[src/rtl/vnlp_pkg.sv]
// Shared types and helpers for the VNLP window scanner: FSM states, mode codes
// and a width-generic saturating adder.
package vnlp_pkg;

  typedef enum logic [2:0] {
    ST_IDLE  = 3'd0,
    ST_FETCH = 3'd1,
    ST_EVAL  = 3'd2,
    ST_FLUSH = 3'd3,
    ST_DONE  = 3'd4
  } state_t;

  localparam logic [1:0] MODE_MAXSUM  = 2'd0;
  localparam logic [1:0] MODE_LONGEST = 2'd1;
  localparam logic [1:0] MODE_TOTAL   = 2'd2;

  // Returns {saturated, sum}; the sum is clamped to the all-ones value of w bits (w <= 63).
  function automatic logic [64:0] sat_add(input logic [63:0] a, input logic [63:0] b,
                                          input int unsigned w);
    logic [64:0] s;
    logic [64:0] lim;
    s   = {1'b0, a} + {1'b0, b};
    lim = (65'd1 << w) - 65'd1;
    if (s > lim) sat_add = {1'b1, lim[63:0]};
    else         sat_add = {1'b0, s[63:0]};
  endfunction

endpackage

[src/rtl/vnlp_rec_sel.sv]
// Run accumulators and best-record selection for the VNLP scanner. One word is
// absorbed per valid cycle; close ends a pending record at the window end.
module vnlp_rec_sel
  import vnlp_pkg::*;
#(
  parameter int DATA_W = 8,
  parameter int ACC_W  = 28,
  parameter int LEN_W  = 9
) (
  input  logic              clk,
  input  logic              rst_n,
  input  logic              clear,
  input  logic [DATA_W-1:0] word,
  input  logic              valid,
  input  logic              close,
  input  logic [1:0]        mode,
  output logic [ACC_W-1:0]  best_sum,
  output logic [LEN_W-1:0]  best_len,
  output logic [ACC_W-1:0]  total,
  output logic [LEN_W-1:0]  nz_count,
  output logic [LEN_W-1:0]  rec_count,
  output logic              sat
);

  logic [ACC_W-1:0] run_sum;
  logic [LEN_W-1:0] run_len;
  logic [64:0]      rs_add, tot_add, rl_add, nz_add, rc_add;
  logic             nz_word, do_close, better;
  logic             unused_bits;

  assign rs_add  = sat_add(64'(run_sum), 64'(word), ACC_W);
  assign tot_add = sat_add(64'(total), 64'(word), ACC_W);
  assign rl_add  = sat_add(64'(run_len), 64'd1, LEN_W);
  assign nz_add  = sat_add(64'(nz_count), 64'd1, LEN_W);
  assign rc_add  = sat_add(64'(rec_count), 64'd1, LEN_W);
  assign unused_bits = ^{rs_add[63:ACC_W], tot_add[63:ACC_W], rl_add[64:LEN_W],
                         nz_add[64:LEN_W], rc_add[64:LEN_W]};

  assign nz_word  = valid && (word != '0);
  assign do_close = (close || (valid && word == '0)) && (run_len != '0);
  // Strict comparison keeps the earliest record on ties.
  assign better   = (mode == MODE_LONGEST) ? (run_len > best_len) : (run_sum > best_sum);

  always_ff @(posedge clk or negedge rst_n) begin
    if (!rst_n) begin
      run_sum   <= '0;
      run_len   <= '0;
      best_sum  <= '0;
      best_len  <= '0;
      total     <= '0;
      nz_count  <= '0;
      rec_count <= '0;
      sat       <= 1'b0;
    end else if (clear) begin
      run_sum   <= '0;
      run_len   <= '0;
      best_sum  <= '0;
      best_len  <= '0;
      total     <= '0;
      nz_count  <= '0;
      rec_count <= '0;
      sat       <= 1'b0;
    end else begin
      if (nz_word) begin
        run_sum  <= rs_add[ACC_W-1:0];
        run_len  <= rl_add[LEN_W-1:0];
        total    <= tot_add[ACC_W-1:0];
        nz_count <= nz_add[LEN_W-1:0];
        if (rs_add[64] || tot_add[64]) sat <= 1'b1;
      end
      if (do_close) begin
        rec_count <= rc_add[LEN_W-1:0];
        if (better) begin
          best_sum <= run_sum;
          best_len <= run_len;
        end
        run_sum <= '0;
        run_len <= '0;
      end
    end
  end

endmodule

[src/rtl/vnlp_scan.sv]
// VNLP window scanner: walks Limit words from Base (wrapping), splits them into
// zero-terminated records and reports the statistic selected by Mode.
module vnlp_scan
  import vnlp_pkg::*;
#(
  parameter int DATA_W = 8,
  parameter int ADDR_W = 9,
  parameter int ACC_W  = 28,
  parameter int LEN_W  = 9
) (
  input  logic              Clk,
  input  logic              Reset_n,
  input  logic              Start,
  input  logic [ADDR_W-1:0] Base,
  input  logic [ADDR_W:0]   Limit,
  input  logic [1:0]        Mode,
  output logic [ADDR_W-1:0] Mem_Addr,
  output logic              Mem_Rd,
  input  logic [DATA_W-1:0] Mem_Data,
  output logic [ACC_W-1:0]  Result,
  output logic [LEN_W-1:0]  Len,
  output logic [LEN_W-1:0]  Rec_Count,
  output logic              Sat,
  output logic              Busy,
  output logic              Done,
  output state_t            Dbg_State
);

  // Protocol: Start is a one-cycle request honoured only in IDLE/DONE; Busy covers
  // the whole scan; Done is a level held until the next accepted Start. Mem_Rd is
  // high only in FETCH and Mem_Data is consumed in the following (EVAL) cycle.
  state_t            state;
  logic [ADDR_W-1:0] base_q;
  logic [ADDR_W:0]   limit_q, idx, idx_next;
  logic [1:0]        mode_q, mode_n;
  logic              start_ok;
  logic [ACC_W-1:0]  best_sum, total;
  logic [LEN_W-1:0]  best_len, nz_count, rec_count;

  assign start_ok  = Start && (state == ST_IDLE || state == ST_DONE);
  assign mode_n    = (Mode == 2'd3) ? MODE_MAXSUM : Mode;
  assign idx_next  = idx + 1'b1;
  assign Dbg_State = state;

  vnlp_rec_sel #(.DATA_W(DATA_W), .ACC_W(ACC_W), .LEN_W(LEN_W)) u_rec_sel (
    .clk       (Clk),
    .rst_n     (Reset_n),
    .clear     (start_ok),
    .word      (Mem_Data),
    .valid     (state == ST_EVAL),
    .close     (state == ST_FLUSH),
    .mode      (mode_q),
    .best_sum  (best_sum),
    .best_len  (best_len),
    .total     (total),
    .nz_count  (nz_count),
    .rec_count (rec_count),
    .sat       (Sat)
  );

  always_ff @(posedge Clk or negedge Reset_n) begin
    if (!Reset_n) begin
      state     <= ST_IDLE;
      base_q    <= '0;
      limit_q   <= '0;
      mode_q    <= MODE_MAXSUM;
      idx       <= '0;
      Mem_Addr  <= '0;
      Mem_Rd    <= 1'b0;
      Result    <= '0;
      Len       <= '0;
      Rec_Count <= '0;
      Busy      <= 1'b0;
      Done      <= 1'b0;
    end else begin
      case (state)
        ST_IDLE, ST_DONE: begin
          if (Start) begin
            base_q    <= Base;
            limit_q   <= Limit;
            mode_q    <= mode_n;
            idx       <= '0;
            Rec_Count <= '0;
            Done      <= 1'b0;
            Busy      <= 1'b1;
            if (Limit == '0) begin
              state <= ST_FLUSH;
            end else begin
              state    <= ST_FETCH;
              Mem_Rd   <= 1'b1;
              Mem_Addr <= Base;
            end
          end else if (state == ST_DONE && !Done) begin
            // First DONE cycle: the record closed in FLUSH is now visible.
            if (mode_q == MODE_TOTAL) begin
              Result <= total;
              Len    <= nz_count;
            end else begin
              Result <= best_sum;
              Len    <= best_len;
            end
            Rec_Count <= rec_count;
            Done      <= 1'b1;
            Busy      <= 1'b0;
          end
        end
        ST_FETCH: begin
          Mem_Rd <= 1'b0;
          state  <= ST_EVAL;
        end
        ST_EVAL: begin
          idx <= idx_next;
          if (idx_next == limit_q) begin
            state <= ST_FLUSH;
          end else begin
            state    <= ST_FETCH;
            Mem_Rd   <= 1'b1;
            Mem_Addr <= base_q + idx_next[ADDR_W-1:0];
          end
        end
        ST_FLUSH: state <= ST_DONE;
        default:  state <= ST_IDLE;
      endcase
    end
  end

endmodule

[config.mk]
export PLATFORM = sky130hd
export DESIGN_NAME = vnlp_scan
export DESIGN_NICKNAME = d
export VERILOG_FILES = /design/src/rtl/vnlp_pkg.sv /design/src/rtl/vnlp_rec_sel.sv /design/src/rtl/vnlp_scan.sv
export SDC_FILE = /design/constraint.sdc
export NUM_CORES = 1
export LEC_CHECK = 0
export CAP_MARGIN = 20
export CORE_UTILIZATION = 30
export CTS_CLUSTER_DIAMETER = 80
export CTS_CLUSTER_SIZE = 8
export DETAILED_ROUTE_END_ITERATION = 10
export PLACE_DENSITY_LB_ADDON = 0.05
export SLEW_MARGIN = 30
export SYNTH_ARGS = -nofsm -noshare
export SYNTH_HDL_FRONTEND = slang
export SYNTH_SLANG_ARGS = --single-unit
[constraint.sdc]
create_clock -name Clk -period 2.82 [get_ports Clk]
set_clock_uncertainty 0.15 [all_clocks]
set_input_delay 0.564 -clock Clk [delete_from_list [all_inputs] [get_ports Clk]]
set_output_delay 0.564 -clock Clk [all_outputs]
set_load 0.01 [all_outputs]
==> results.cfg <==
[status]
outcome = finished clean

[synthesis]
synth_area_per_cell_um2 = 9.09
yosys.area.top_type = dfrtp_1
synth_compound_area_share_pct = 16.5
synthesis.nets = 1447
synth-adder-area-share_pct = 7.46
ys_top_cells_by_count = dfrtp_1, nand2_1, o21ai_0
synth_xor_area_share_pct = 2.69
synth_area_um2 = 12200
ys_types = 66
synthSimpleGateAreaFrac_pct = 17.4
synth_cells = 1344
ys.flop_type = dfrtp_1
ys_warn_count = 0
synthMuxAreaShare_pct = 7.20
yosysSeqAreaShare_pct = 43.7
ys_async_sr_fraction_pct = 100
synthTopCellsByArea = dfrtp_1, ha_1, nand2_1
synth_top_family_by_area = simple AND/OR/NAND/NOR gates
synth-edff-count = 0
yosysMostFrequentCell = dfrtp_1
synth_top_area_share_pct = 43.7
synth-seq-cells = 213

[power_and_ir_drop]
combPwrFrac_pct = 42.2
powerDensity_nw_per_um2 = 754
swShare_pct = 36.4
power.leakage_nw = 7.52
pwr-share-seq_pct = 31.8
irDropWorstVdd_mv = 0.310
clkPwrFrac_pct = 25.9
internal_power_w = 0.00793
p_switching_w = 0.00454

[placement]
dp_slack_ps = -725
place_area_um2 = 15300
port-buffer-count = 93
dpl.hpwl_um = 27500
gp_congestion = 0.864

[cts]
cts_buffers = 30
htreeDepth = 1
cts_tree = built
clock-sinks = 213
cts_buffer_depth = 3
insertion_delay_ps = 560
path_clk_slew_ps = 60
root_buffer = clkbuf_16

[grt]
grt_first_pass_wirelength_um = 60100
grt_max_degree = 62
antenna_found_initial = 0
grt_busiest_layer = met2
gr-usage-met3_pct = 2.05
grt_usage_pct = 18.3
grt_util_met1_pct = 26.0
overflow = 0
grt_pass1_vias = 10800
met2_usage_pct = 29.1

[final_layout]
syn2layout_area_growth_pct = 35.4
n_antenna_cell = 0
final_util_pct = 41.4
nets = 1727
final_area_um2 = 16500
drive_gt1_share_pct = 19.8

[floorplan]
initial_utilization_pct = 30.6
core_um2 = 39900
fp.dieH_um = 204
ios = 94
die_x_um = 204
fp.dieArea_um2 = 41500
rows = 73

[timing]
hold_viol_final = 0
period_needed_ps = 2750
drv_slew = 0
period_share_pct = 97.6
setup_ws_ps = 68.1
fmax_mhz = 363
tightest_slew_ps = 638
setup_viol = 0
max_slew_margin_pct = 57.2

[setup_path]
crit_slowest_cell = dfrtp_1
cp_cell_sequence = inv_1 -> ha_4 -> and4_1 -> nand2_2 -> nor3_2 -> buf_4 -> o311ai_4 -> nor3b_4 -> o31ai_4 -> buf_6 -> buf_12 -> mux2_4
reg2reg_from = u_rec_sel.best_sum[13]$_DFFE_PN0P_
crit_path_max_fanout = 5
critPathLaunch = u_rec_sel.best_sum[13]$_DFFE_PN0P_
required_ps = 3110
max_stage_delay_ps = 370
startpoint_type = flip-flop
arrival_ps = 3040
worstSetupPathType = reg2reg
cp-end-kind = flip-flop

[detailed_routing]
wl_um = 37800
via_count = 10600
dr.pass1.iters = 5
wire_per_inst_um = 17.6
route.detailed.drc = 0
via_per_inst = 4.96
ant_nets = 0
first_iter_violations = 460

[hold_path]
hold_class = reg2reg
min_from = Busy$_DFFE_PN0P_

[flow_run]
cap_violations = 0
sequential cells by signal (all words and copies together) (netlist names):
name,count
Result,28
u_rec_sel.best_sum,28
u_rec_sel.run_sum,28
u_rec_sel.total,28
idx,10
limit_q,10
Len,9
Mem_Addr,9
Rec_Count,9
base_q,9
u_rec_sel.best_len,9
u_rec_sel.nz_count,9
u_rec_sel.rec_count,9
u_rec_sel.run_len,9
Dbg_State,3
mode_q,2
Busy,1
Done,1
Mem_Rd,1
u_rec_sel.sat,1
critical path: cells and delay by family, from the launching register on:
family	cells	cell delay, ps
simple gates	4	650
buf+inv	4	530
flops	1	370
compound gates	2	340
mux	1	300
fa+ha+maj	1	270
cell type report:
cell class	count	area (um^2)
Fill cell	3972	23400
Multi-Input combinational cell	977	6610
Sequential cell	213	5330
Timing Repair Buffer	315	2820
Clock buffer	31	776
Tap cell	525	657
Inverter	87	327
Clock inverter	1	5.00
placed cells by master (no fill, tap or decap), drive strengths merged, types with 4 or more instances in the layout:
cell type	count
a211oi	9
a21o	11
a21oi	78
a22o	15
a311oi	7
a31oi	21
a41oi	6
and2	6
and3	17
and4	13
buf	221
clkbuf	32
clkdlybuf4s50	91
dfrtp	213
ha	68
inv	87
mux2	15
mux2i	71
nand2	207
nand2b	7
nand3	27
nand4	12
nor2	81
nor2b	9
nor3	45
nor4	14
o211ai	7
o21a	7
o21ai	129
o21bai	4
o22ai	4
o2bb2ai	7
o31ai	4
or3	4
xnor2	19
xor2	16
power groups by stage:
| stage | Clock [W] | Sequential (W) | Combinational [W] |
|---|---|---|---|
| floorplan | 0 | 0.00397 | 0.00263 |
| global placement | 0 | 0.00400 | 0.00503 |
| CTS | 0.00337 | 0.00396 | 0.00510 |
| global route | 0.00348 | 0.00404 | 0.00581 |
| finish | 0.00323 | 0.00397 | 0.00527 |
| detailed placement | 0 | 0.00400 | 0.00502 |
cells by family after synthesis:
kind of cell	after synthesis
AND/OR/NAND/NOR	451
AO/OA/AOI/OAI	332
flip-flops	213
buffers and inverters	155
multiplexers	86
adder cells (fa/ha/maj)	71
XOR/XNOR	36
path summary, 6_finish.rpt:
path	slack, ps	endpoint	depth (start not counted)
max reg2reg	70	u_rec_sel.best_sum[20]$_DFFE_PN0P_	12
min in group asynchronous	400	Mem_Addr[2]$_DFFE_PN0P_	2
min	320	Busy$_DFFE_PN0P_	2
max	70	u_rec_sel.best_sum[20]$_DFFE_PN0P_	12
min reg2reg	320	Busy$_DFFE_PN0P_	2
max in group asynchronous	1440	u_rec_sel.run_len[2]$_DFFE_PN0P_	3
routing by layer:
layer  share of wire, %  vias to the layer above
met1                 48                     5116
met2                 46                      166
met5                  0                        -
met3                3.6                       63
li1                   -                     5304
met4                2.6                        0
metrics by stage:
stage | hold slack [ps] | std cells | power [W] | setup TNS, ps
after floorplan | 118 | 1344 | 0.00660 | 0
after global placement | 312 | 2104 | 0.00902 | -57870
after detailed placement | 319 | 2104 | 0.00902 | -62500
after CTS | 330 | 2142 | 0.0124 | 0
after global routing | 349 | 2149 | 0.0133 | -105
final | 322 | 2149 | 0.0125 | 0
what timing repair did:
action / CTS / global route
setup buffers: 4 / 7
setup endpoints to repair: 71 / 86
gates cloned: 1 / 2
pin swaps: 5 / 19
hold buffers: 1 / 0
hold endpoints to repair: 49 / 0
resized for setup: 15 / 54
Note: power is estimated with default switching activity, not from simulation.
==> edit 1 (same settings) <==
`ACC_W` is set to 28 in 2 places; all go to 14.
--- a/src/rtl/vnlp_rec_sel.sv
+++ b/src/rtl/vnlp_rec_sel.sv
@@ -4,7 +4,7 @@
   import vnlp_pkg::*;
 #(
   parameter int DATA_W = 8,
-  parameter int ACC_W  = 28,
+  parameter int ACC_W  = 14,
   parameter int LEN_W  = 9
 ) (
   input  logic              clk,
--- a/src/rtl/vnlp_scan.sv
+++ b/src/rtl/vnlp_scan.sv
@@ -5,7 +5,7 @@
 #(
   parameter int DATA_W = 8,
   parameter int ADDR_W = 9,
-  parameter int ACC_W  = 28,
+  parameter int ACC_W  = 14,
   parameter int LEN_W  = 9
 ) (
   input  logic              Clk,
Ports: changed (resized Result); port bits go from 94 to 80. The function was not compared with the original's and may differ.
==> edit 1 against the original RTL <==
  * Area after synthesis is 26% lower
  * Cell count is 28% lower
  * Die area is 26% lower
  * Highest routed layer unchanged
  * Setup slack better by 0.010 ns
  * Routed wire length is 29% lower
  * Combinational power is 4.0% lower
  * Final area is 27% lower
  * Power is 14% lower
  * Synthesized cell count is 29% lower
  * Sequential power is 16% lower
  * Sequential cell count is 56 lower
==> edit 1: results (changes against the original RTL) <==
Status
  – Run status: finished, final reports clean (unchanged)

GRT
  – Vias in the first global route: 7563 (was 10784)
  – Total track usage: 0.1782 (was 0.1831)
  – First-pass GRT wire length: 42400 µm (was 60050 µm)
  – Largest net degree at the start of global routing: 54 (was 62)

Clocking
  – Clk_lat worst skew: 0.44 ns (was 0.56 ns)
  – Clk root buf: clkbuf_16 (unchanged)
  – Clk buf depth: 2 (was 3)
  – H-tree Lvls: 4 (was 1)
  – Num CTS Buffers: 17 (was 30)

Placed design
  – I/O Buffers: 79 (was 93)
  – HPWL Detailed: 19670 µm (was 27490 µm)
  – Setup WS pre-CTS: -0.6160 ns (was -0.7252 ns)
  – Area post-placement: 0.01110 mm² (was 0.01527 mm²)
  – Global placement routability congestion: 0.7897 (was 0.8642)
  – Cells after DPL: 1506 (was 2104)

Detailed routing
  – 1st-iter DRT viols: 374 (was 460)
  – Vias/cell: 4.872 (was 4.955)
  – Routed WL per cell: 17.27 µm (was 17.60 µm)
  – WL final: 26800 µm (was 37830 µm)

Critical path
  – Crit-path slowest cell: dfrtp_2 (was dfrtp_1)
  – Worst r2r path cells: 10 (was 12)
  – Worst R2R Start: idx[0] (was u_rec_sel.best_sum[13])
  – R2R Path End: Mem_Addr[3] (was u_rec_sel.best_sum[20])

Finish
  – Fillers: 2967 (was 3972)
  – Final #Nets: 1238 (was 1727)
  – Share of cells above drive strength 1: 0.2040 (was 0.1977)
  – Core Util, Final: 0.4084 (was 0.4141)

Synthesis
  – Netlist cell types: 67 (was 66)
  – Seq/Total Area, Yosys: 0.4369 (was 0.4365)
  – Synth Flop Type: dfrtp_1 (unchanged)
  – Commonest cells in the netlist: dfrtp_1 (157), nand2_1 (144), nor2_1 (57) (was dfrtp_1 (213), nand2_1 (206), o21ai_0 (108))
  – Area contributors post-synth: dfrtp_1 (44%), ha_1 (7.5%), nand2_1 (6.0%) (was dfrtp_1 (44%), ha_1 (7.0%), nand2_1 (6.3%))
  – Yosys warns: 0 (unchanged)

STA
  – Tightest hold margin: 0.3353 ns (was 0.3224 ns)
  – Worst rel slew slack: 0.6326 (was 0.5718)

Power
  – Worst vdd ir: 0.4323 mV (was 0.3098 mV)
  – P_leak: 5.740 nW (was 7.524 nW)

Min path
  – WHS Endpoint: Len[4] (was Busy)
  – Hold_sp: Len[4] (was Busy)
-- edit 1: cell count changes after synthesis, sizes merged, moves of 7 or more --
cell and delta:
dfrtp -56, mux2i -35, nand2 -63, nor3 -23, o211ai -7, nor2 -22
ha -14, clkbuf -22, o2bb2ai -7, inv -35, o21ai -56, a21oi -22
and4 -7, nor4 -7
-- edit 1: final cells by class --
type / count / area share
clock buffer: 19 / 0.03752
clock inverter: 13 / 0.01067
inverter: 52 / 0.01617
multi-input combinational: 705 / 0.4106
sequential: 157 / 0.3257
tap: 390 / 0.04042
timing repair buffer: 216 / 0.1589
-- edit 1: cells by family after synthesis --
group / after synthesis / synth area share
flops: 157 / 0.4369
xor+xnor: 33 / 0.03618
compound gates: 230 / 0.1629
simple gates: 329 / 0.1727
buf+inv: 94 / 0.04188
fa+ha+maj: 57 / 0.08181
mux: 55 / 0.06762
-- edit 1: timing repair --
| item | CTS | global route |
|---|---|---|
| hold endpoints to repair | 45 | 0 |
| pin swaps | 1 | 18 |
| gates cloned | 0 | 2 |
| resized for setup | 14 | 37 |
| setup buffers | 0 | 11 |
| hold buffers | 1 | 0 |
| setup endpoints to repair | 54 | 59 |
-- edit 1: power by group --
part           leakage, nW  internal [mW]  switching [mW]
logic                 3.39           2.43            2.62
clock network        0.275           1.28            1.06
registers             2.08           2.84           0.491
total                 5.74           6.56            4.17
-- edit 1: worst max-delay path by stage --
stage	startpoint	end	slack, ns	depth (start not counted)
after floorplan	idx[0]	Mem_Addr[8]	0.03	9
after global placement	Mem_Data[0]	u_rec_sel.best_len[2]	-0.59	10
after detailed placement	Mem_Data[0]	u_rec_sel.best_len[3]	-0.62	10
after CTS	idx[0]	Mem_Addr[8]	0.01	11
after global routing	idx[0]	Mem_Addr[8]	-0.03	12
final	idx[0]	Mem_Addr[3]	0.08	10
-- edit 1: worst reg2reg max path, cell delays in order (launching register included) --
cell and delay (ns):
dfrtp_2 0.44, ha_4 0.19, buf_4 0.15, and3_1 0.19, and3_4 0.21, xor2_4 0.20, xor2_2 0.20, nor4_4 0.07
buf_4 0.16, o21ai_4 0.34, mux2_4 0.33
-- edit 1: per-layer routing --
layer,track usage,up-vias,share of wire
met3,0.02633,10,0.027
li1,-,3795,-
met5,0,-,0
met2,0.2831,129,0.46
met4,0.03804,0,0.0072
met1,0.2551,3627,0.51
==> edit 2 (config.mk and constraints unchanged) <==
Made on the original files. Reset style: synchronous (`Reset_n` and `rst_n`), changed in 2 clocked blocks.
--- a/src/rtl/vnlp_rec_sel.sv
+++ b/src/rtl/vnlp_rec_sel.sv
@@ -41,7 +41,7 @@
   // Strict comparison keeps the earliest record on ties.
   assign better   = (mode == MODE_LONGEST) ? (run_len > best_len) : (run_sum > best_sum);
 
-  always_ff @(posedge clk or negedge rst_n) begin
+  always_ff @(posedge clk) begin
     if (!rst_n) begin
       run_sum   <= '0;
       run_len   <= '0;
--- a/src/rtl/vnlp_scan.sv
+++ b/src/rtl/vnlp_scan.sv
@@ -58,7 +58,7 @@
     .sat       (Sat)
   );
 
-  always_ff @(posedge Clk or negedge Reset_n) begin
+  always_ff @(posedge Clk) begin
     if (!Reset_n) begin
       state     <= ST_IDLE;
       base_q    <= '0;
Function: differs if Reset_n is asserted again (counterexample within 4 cycles, from zero or initial values and one cycle with Reset_n low); with Reset_n held inactive, the same outputs for 4 cycles.
==> edit 2 against the original RTL <==
  * Routed wire length shrank 4.5%
  * Setup slack better by 0.038 ns
  * Sequential cell count is the same
  * Final area fell by 8.5%
  * Area after synthesis decreased by 5.1%
  * Highest routed layer unchanged
  * Die area decreased by 5.0%
  * Global-route usage up 0.36 points
Power is not compared: it rests on default switching activity, and its combinational part moved more than twofold at a synthesized area within 25%.
==> edit 2: results (changes against the original RTL) <==
STA
  – Worst-margin pin slew: 0.9266 ns (was 0.6381 ns)
  – Tightest hold margin: 0.1455 ns (was 0.3224 ns)

Min path
  – Hold crit path type: input port to flop (was flop to flop)
  – Hold_sp: Reset_n (was Busy)
  – WHS Endpoint: Result[23] (was Busy)

Critical path
  – Setup slack, reg-to-reg: 0.11 ns (was 0.07 ns)
  – R2R Path End: Mem_Addr[8] (was u_rec_sel.best_sum[20])
  – Critical-path maximum fanout: 7 (was 5)
  – Arrival @ worst endpoint: 2.99 ns (was 3.04 ns)
  – Worst r2r path cells: 10 (was 12)
  – Worst R2R Start: idx[1] (was u_rec_sel.best_sum[13])

Finish
  – Final #Nets: 1685 (was 1727)
  – Final Instance Area: 0.01513 mm² (was 0.01653 mm²)
  – Share of cells above drive strength 1: 0.1567 (was 0.1977)
  – Fillers: 3900 (was 3972)

Synthesis
  – Commonest cells in the netlist: nand2_1 (224), dfxtp_1 (213), a21oi_1 (84) (was dfrtp_1 (213), nand2_1 (206), o21ai_0 (108))
  – Synth Flop Type: dfxtp_1 (was dfrtp_1)
  – Post-synthesis adder-cell area fraction: 0.07858 (was 0.07460)
  – Netlist cell types: 69 (was 66)
  – Seq/Total Area, Yosys: 0.3678 (was 0.4365)
  – Compound-gate portion of the synthesized area: 0.1923 (was 0.1652)
  – XOR/XNOR Fraction of Synth Area: 0.04468 (was 0.02695)
  – Syn_nets: 1469 (was 1447)
  – Asr flop ratio synth: 0 (was 1.000)
  – Mux share of post-synthesis cell area: 0.06735 (was 0.07204)

Detailed routing
  – WL met3: 1002 µm (was 1366 µm)
  – M1 wire length: 18850 µm (was 18160 µm)
  – 1st-iter DRT viols: 489 (was 460)
  – Routed wl met2: 15590 µm (was 17300 µm)
  – Routed WL per cell: 17.25 µm (was 17.60 µm)
  – Vias/cell: 4.921 (was 4.955)

GRT
  – Vias in the first global route: 10137 (was 10784)
  – Largest net degree at the start of global routing: 95 (was 62)
  – First-pass GRT wire length: 57790 µm (was 60050 µm)
  – Met3 usage: 0.02289 (was 0.02045)
  – GR Util met1: 0.2735 (was 0.2599)

Placed design
  – HPWL Detailed: 26040 µm (was 27490 µm)
  – Global placement routability congestion: 0.8033 (was 0.8642)
  – Area post-placement: 0.01411 mm² (was 0.01527 mm²)

Status
  – Run status: finished, final reports clean (unchanged)
edit 2: worst max path at each step:
stage	start	to	slack (ns)	cells after the start
6_report	Mem_Data[4]	u_rec_sel.total[19]	0.11	9
5_1_grt	u_rec_sel.best_sum[27]	u_rec_sel.best_sum[17]	-0.01	11
4_1_cts	Mem_Data[3]	u_rec_sel.best_sum[23]	0.006	9
3_5_place_dp	Mem_Data[2]	u_rec_sel.run_sum[25]	-0.66	10
3_3_place_gp	Mem_Data[0]	u_rec_sel.run_sum[25]	-0.65	12
2_1_floorplan	Mem_Data[0]	u_rec_sel.run_sum[26]	0.07	10
edit 2: area by class of cell:
class	instances	share of cell area
sequential	213	0.2826
tap	511	0.04226
timing repair buffer	259	0.1516
multi-input combinational	1011	0.4545
clock buffer	33	0.05243
inverter	67	0.01662
edit 2: power breakdown:
| group | total, mW | internal [mW] | switching (mW) |
|---|---|---|---|
| logic | 0.642 | 0.290 | 0.352 |
| clock network | 3.26 | 1.93 | 1.33 |
| registers | 3.09 | 3.06 | 0.0348 |
| total | 7.00 | 5.28 | 1.72 |
edit 2: timing repair:
item / in CTS / in global routing
setup buffers: 1 / 6
gates cloned: 1 / 0
resized for setup: 13 / 36
pin swaps: 1 / 11
endpoints found under the setup margin: 41 / 99
edit 2: worst max-delay path, stage by stage:
cell             delay [ns]
clkdlybuf4s50_1        0.43
buf_4                  0.16
ha_1                   0.21
or4_1                  0.59
a21o_1                 0.23
and3_1                 0.33
and4_1                 0.28
o21ai_0                0.14
a31oi_1                0.05
edit 2: metrics by stage:
stage                     setup WS [ns]  instances  TNS (ns)
after floorplan                 0.07289       1366         0
final                            0.1064       2094         0
after detailed placement        -0.6600       2053    -51.75
after global routing           -0.01207       2094  -0.09011
after CTS                      0.005723       2088         0
after global placement          -0.6496       2053    -49.85
